--- src/rtl/mux_n_pipe.sv ---
// N:1 operand selector feeding a registered 2-entry FIFO with valid/ready on both sides.
// Out-of-range selects push DEFAULT, tag the entry and raise a sticky error.
module mux_n_pipe #(
  parameter int unsigned      WIDTH   = 32,
  parameter int unsigned      N       = 4,
  parameter int unsigned      SEL_W   = 2,
  parameter logic [WIDTH-1:0] DEFAULT = '0
) (
  input  logic               clk_i,
  input  logic               rst_ni,
  input  logic               in_valid_i,
  output logic               in_ready_o,
  input  logic [SEL_W-1:0]   sel_i,
  input  logic [N*WIDTH-1:0] data_in_i,
  output logic               out_valid_o,
  input  logic               out_ready_i,
  output logic [WIDTH-1:0]   data_out_o,
  output logic               sel_err_o,
  output logic               err_sticky_o,
  input  logic               err_clr_i
);

  typedef enum logic [1:0] {
    EMPTY = 2'd0,
    ONE   = 2'd1,
    FULL  = 2'd2
  } occ_e;

  occ_e             state_q, state_d;
  logic             push, pop;
  logic [WIDTH-1:0] lane [N];
  logic [WIDTH-1:0] sel_data;
  logic             sel_oor;
  logic [WIDTH-1:0] mem_q [2];
  logic             err_q [2];
  logic             rd_ptr_q, wr_ptr_q;
  logic             err_sticky_q;

  generate
    for (genvar gi = 0; gi < N; gi++) begin : g_lane
      assign lane[gi] = data_in_i[gi*WIDTH +: WIDTH];
    end
  endgenerate

  assign sel_oor = (int'(sel_i) >= int'(N));

  always_comb begin
    sel_data = DEFAULT;
    for (int i = 0; i < int'(N); i++) begin
      if (int'(sel_i) == i) sel_data = lane[i];
    end
  end

  assign push = in_valid_i & in_ready_o;
  assign pop  = out_valid_o & out_ready_i;

  always_ff @(posedge clk_i or negedge rst_ni) begin
    if (!rst_ni) state_q <= EMPTY;
    else         state_q <= state_d;
  end

  always_comb begin
    state_d = state_q;
    unique case (state_q)
      EMPTY:   if (push) state_d = ONE;
      ONE:     if (push && !pop) state_d = FULL;
               else if (pop && !push) state_d = EMPTY;
      FULL:    if (pop) state_d = ONE;
      default: state_d = EMPTY;
    endcase
  end

  always_comb begin
    in_ready_o  = (state_q != FULL);
    out_valid_o = (state_q != EMPTY);
  end

  // Head is read straight from storage, so a push into an empty FIFO is visible right after its edge.
  always_ff @(posedge clk_i or negedge rst_ni) begin
    if (!rst_ni) begin
      for (int i = 0; i < 2; i++) begin
        mem_q[i] <= '0;
        err_q[i] <= 1'b0;
      end
      rd_ptr_q     <= 1'b0;
      wr_ptr_q     <= 1'b0;
      err_sticky_q <= 1'b0;
    end else begin
      if (push) begin
        mem_q[wr_ptr_q] <= sel_data;
        err_q[wr_ptr_q] <= sel_oor;
        wr_ptr_q        <= ~wr_ptr_q;
      end
      if (pop) rd_ptr_q <= ~rd_ptr_q;
      if (push && sel_oor) err_sticky_q <= 1'b1;
      else if (err_clr_i)  err_sticky_q <= 1'b0;
    end
  end

  assign data_out_o   = mem_q[rd_ptr_q];
  assign sel_err_o    = err_q[rd_ptr_q];
  assign err_sticky_o = err_sticky_q;

endmodule
--- config.mk ---
export PLATFORM = sky130hd
export DESIGN_NAME = mux_n_pipe
export DESIGN_NICKNAME = d
export VERILOG_FILES = /design/src/rtl/mux_n_pipe.sv
export SDC_FILE = /design/constraint.sdc
export NUM_CORES = 1
export LEC_CHECK = 0
export CAP_MARGIN = 0
export CORE_MARGIN = 2
export CORE_UTILIZATION = 43
export CTS_CLUSTER_SIZE = 8
export DETAILED_ROUTE_END_ITERATION = 8
export GPL_ROUTABILITY_DRIVEN = 0
export HOLD_SLACK_MARGIN = 0.02
export PLACE_DENSITY = 0.93
export SYNTH_ARGS = -nofsm -noshare
export SYNTH_HDL_FRONTEND = slang
export SYNTH_SLANG_ARGS = --single-unit
--- constraint.sdc ---
create_clock -name clk_i -period 2 [get_ports clk_i]
set_input_delay 0.3 -clock clk_i [delete_from_list [all_inputs] [get_ports clk_i]]
set_output_delay 0.3 -clock clk_i [all_outputs]
set_load 0.005 [all_outputs]
---- Word-level counts from Yosys, hierarchy flattened ----
Index checks and enable logic that the tools add are counted.
operators by class
  add/sub/neg operators ................... 0
  $mul .................................... 0
  div/mod/pow operators ................... 0
  $lt $le $gt $ge ......................... 3
  eq/ne operators ......................... 9
  shift operators ......................... 0
  multiplexer cells ....................... 20
  bitwise logic cells ..................... 8
  reductions and logical operators ........ 9
operator list
  operator              number
  $mux W32              8
  $bwmux W64            1
  $demux W32 S1         1
  $mux W2               4
  $eq A2 B2 Y1 const B  3
  $ne A2 B2 Y1 const B  3
  $pmux W2 S3           1
  $eq A2 B1 Y1 const B  2
  $ge A2 B2 Y1 const B  2
  $logic_not A2 Y1      2
  $mux W1               4
  $not A1 Y2            2
  $logic_and A1 B1 Y1   3
  $ne A3 B3 Y1 const B  1
  $reduce_and A3 Y1     1
  $and A1 B1 Y1         2
  $and A2 B2 Y2         1
  $logic_not A1 Y1      2
  $lt A2 B1 Y1 const B  1
  $not A1 Y1            2
  $not A2 Y2            1
  $reduce_bool A2 Y1    1
  $demux W1 S1          1
storage, ports and cells
  bits in registers ....................... 70
  bits in latches ......................... 0
  memory bits (writable) .................. 0
  memory bits (read-only) ................. 0
  bits of input ports ..................... 135
  output and inout port bits .............. 36
  logic and storage cells ................. 56
  memories kept ........................... 0

---- Longest topological paths before layout ----
  depth in word-level cells ............... 7
  gate-level depth with buffers ........... 6
  gate-level depth less buffers ........... 5

---- Least setup slack after synthesis ----
Ideal clock, no wire load.
  kind .................................... flip-flop to flip-flop
  from .................................... register state_q[0]
  to ...................................... register mem_q[35] (netlist bit)
  library setup time ...................... 0.125 ns
  arrival time ............................ 1.380 ns
  data required time ...................... 1.875 ns
  path slack .............................. 0.495 ns
  cell stages (with the launch flop) ...... 7
  path buffers ............................ 3
  period minus slack after synthesis ...... 1.505 ns
  cells stage by stage .................... dfrtp_1 -> nand2b_1 -> buf_6 -> and3b_1 -> buf_6 -> buf_12 -> mux2_4
between the ends
  longest elaborated chain between the ends .. 2
ends and longest elaborated chain
  item                             RTL line  RTL
  from (decl)                      29        occ_e state_q, state_d;
  from (signal assigned)           59        else state_q <= state_d;
  $ne A2 B2 Y1                     74        in_ready_o = (state_q != FULL);
  net in_ready_o                   12        output logic in_ready_o,
  $and A1 B1 Y1                    54        assign push = in_valid_i & in_ready_o;
  to (signal, indexed assignment)  90        mem_q[wr_ptr_q] <= sel_data;
  to (decl)                        34        logic [WIDTH-1:0] mem_q [2];
The timed path passes the listed nets, and every way through them passes these cells.
A chain may end at the register's enable or synchronous reset.

---- Final worst setup path ----
  from .................................... register rd_ptr_q
  to ...................................... output data_out_o[12]
between the ends
  longest elaborated chain between the ends .. 4
ends and longest elaborated chain
  item                                          RTL line  RTL
  from (decl)                                   36        logic rd_ptr_q, wr_ptr_q;
  from (signal assigned)                        94        if (pop) rd_ptr_q <= ~rd_ptr_q;
  $not A1 Y2 (implied by the code)              100       assign data_out_o = mem_q[rd_ptr_q];
  $mux W32 (implied by the code) (3 in series)  100
  to (decl)                                     17        output logic [WIDTH-1:0] data_out_o,
No other way between the ends. The select of a mux whose other input is x is not followed.

==> results.json <==
{
  "outcome": "complete, no violations",
  "clockBufferDepth": 2,
  "vias": 2817,
  "fin_hold_ws_ps": 491.0,
  "synth-edff-count": 0,
  "met2_length_um": 5188,
  "synthTopCellsByCount": "70 x dfrtp_1, 68 x mux2_2, 31 x mux4_2, 29 x mux2_4",
  "nets": 548,
  "worst_hold_path_type": "reg2reg",
  "first_iter_violations": 44,
  "combPwrFrac_pct": 50.1,
  "pre_cts_ws_ps": 220.8,
  "rsz0062_at_grt": "true",
  "fin_crit_sh_pct": 97.18,
  "portBuffers": 168,
  "grt_use_total_pct": 19.16,
  "grt_pass1_wl_um": 15030,
  "synth_top_area_share_pct": 44.01,
  "async_flop_share_pct": 100.0,
  "grt_pass1_vias": 3154,
  "pwr-share-seq_pct": 33.5,
  "netlist_area_um2": 3980,
  "switchingPower_mw": 2.089,
  "final_antenna_net_count": 0,
  "ys.flop_type": "dfrtp_1",
  "dieArea_um2": 10040,
  "clock_sinks": 70,
  "ir_worst_vdd_uv": 554.0,
  "antenna_found_initial": 0,
  "synth_cell_types": 27,
  "viasPerCell": 5.335,
  "cts.htree.levels": 3,
  "synth_area_per_cell_um2": 16.86,
  "p_sw_share_pct": 28.01,
  "required_ps": 1700,
  "power_density_nw_per_um2": 1229,
  "synth_xor_area_share_pct": 0.4401,
  "synth.area.mux_share_pct": 48.63,
  "ys_seq_area_share_pct": 44.01,
  "path_max_fanout": 17,
  "clkSlewWorstSetupHoldPaths_ps": 80,
  "ys_ff_latch": 70,
  "dp_cells": 503,
  "die_height_um": 100.2,
  "clock_skew_ps": 10.75,
  "critPathArrivalTime_ps": 1640,
  "avgRoutedWirePerCell_um": 18.11,
  "intPower_mw": 5.369,
  "antenna_cells": 0,
  "routed.top_layer": "met4",
  "grt_max_degree": 71,
  "hpwl_um": 6788,
  "cts_tree": "yes",
  "setup_tns_ps": 0,
  "drt_drc_violations_left": 0,
  "synth_compound_area_share_pct": 0.3144,
  "fmaxAchievable_mhz": 514.5,
  "grt.overflow.total": 0,
  "cts-root-buf": "clkbuf_8",
  "post-route-min-period_ps": 1944,
  "coreArea_um2": 9109,
  "syn2layout_area_growth_pct": 52.44,
  "critPathCaptureType": "output pin",
  "yosysMostFrequentCell": "dfrtp_1",
  "drive_above_1_share_pct": 39.81,
  "wirelength_um": 9562,
  "firstDrtPassIters": 4,
  "syn-num-nets": 372,
  "setup_slack_ps": 56.32,
  "io_pins": 171,
  "synth_top_cell_by_area": "dfrtp_1",
  "start_kind": "flip-flop",
  "slew_viol_final": 0,
  "synth_fa_ha_area_share_pct": 0.3144,
  "synth_top_family_by_area": "multiplexers",
  "total_power_mw": 7.458,
  "synth.area.top_cells": "dfrtp_1 44%, mux2_2 19%, mux4_2 18%",
  "maxCapViolations": 0,
  "drt-met1-wl_um": 3527,
  "ys_warn_count": 0,
  "finalSetupViolations": 0,
  "power_leakage_nw": 2.592,
  "crit_type": "reg2out",
  "insertion_delay_ps": 330,
  "hold_viol": 0,
  "initial_utilization_pct": 43.70,
  "die_x_um": 100.2,
  "p_clk_share_pct": 16.5,
  "numCtsBuffers": 9,
  "rows": 35,
  "stdcell_count": 528,
  "wl_met3_um": 742,
  "synth-simple-area-share_pct": 1.572,
  "syn_inst": 236
}
worst paths after layout:
kind	depth (start not counted)	end	from	slack, ps
worst max register to register	4	mem_q[32]$_DFFE_PN0P_	state_q[0]$_DFFE_PN0P_	400
min in group asynchronous	3	mem_q[56]$_DFFE_PN0P_	rst_ni	530
max in group asynchronous	3	rd_ptr_q$_DFFE_PN0P_	rst_ni	1160
worst min register to register	1	err_q[0]$_DFFE_PN0N_	err_q[0]$_DFFE_PN0N_	490
worst min-delay path	1	err_q[0]$_DFFE_PN0N_	err_q[0]$_DFFE_PN0N_	490
worst max-delay path	4	data_out_o[12]	rd_ptr_q$_DFFE_PN0P_	60
power by group through the flow:
stage | sequential (mW) | combinational [mW] | clock (mW)
floorplan | 2.38 | 2.26 | 0
global placement | 2.45 | 3.79 | 0
detailed placement | 2.50 | 3.88 | 0
CTS | 2.49 | 3.62 | 1.27
global route | 2.59 | 4.00 | 1.33
finish | 2.50 | 3.74 | 1.23
cells by family after synthesis:
| logic type | count (synthesis) |
|---|---|
| mux | 130 |
| flops | 70 |
| buf+inv | 21 |
| simple gates | 9 |
| compound gates | 2 |
| xor+xnor | 2 |
| fa+ha+maj | 1 |
| other cells | 1 |
registers in the layout, indices dropped and copies added, names as in the netlist:
name,cells
wr_ptr_q,1
mem_q,64
state_q,2
rd_ptr_q,1
err_q,2
worst max-delay path, cell delays in order (launching register included):
cell           delay [ps]
dfrtp_2               390
buf_4                 120
clkbuf_16             190
mux2_2                340
dlygate4sd2_1         270
what timing repair did:
action / CTS / global route
pin swaps: 0 / 0
setup buffers: 0 / 7
hold buffers: 1 / 0
hold endpoints to repair: 70 / 0
cloned: 0 / 1
gates resized for setup: 25 / 15
endpoints found under the setup margin: 33 / 8
placed cells by master, fill, tap and decap left out, types with 3 or more instances in the layout:
master / count
mux2_2: 68
dfrtp_1: 69
buf_2: 3
dlymetal6s2s_1: 8
buf_4: 7
clkbuf_8: 10
clkdlybuf4s50_1: 132
mux2_4: 29
clkdlybuf4s15_1: 6
buf_12: 8
dlygate4sd2_1: 19
mux4_2: 31
layer usage:
layer / up-vias / GRT usage (%)
met3: 10 / 5.153
met1: 1431 / 21.05
met5: - / 0
met2: 120 / 36.14
met4: 0 / 5.269
li1: 1256 / -
through the flow:
step / utilization [%] / area (um2)
detailed placement: 63.31 / 5767
global placement: 63.31 / 5767
finish: 66.61 / 6067
CTS: 65.44 / 5961
floorplan: - / 3980
global route: 66.61 / 6067
layout make-up:
class                   count  area [um2]
inverters                   1       3.754
fillers                   664        3042
multi-input cells         145        2046
repair buffers            185        1911
clock inverters             4       70.07
clock buffers              12       145.1
flip-flops and latches     70        1753
well taps                 111       138.9
(Power assumes the default switching activity.)
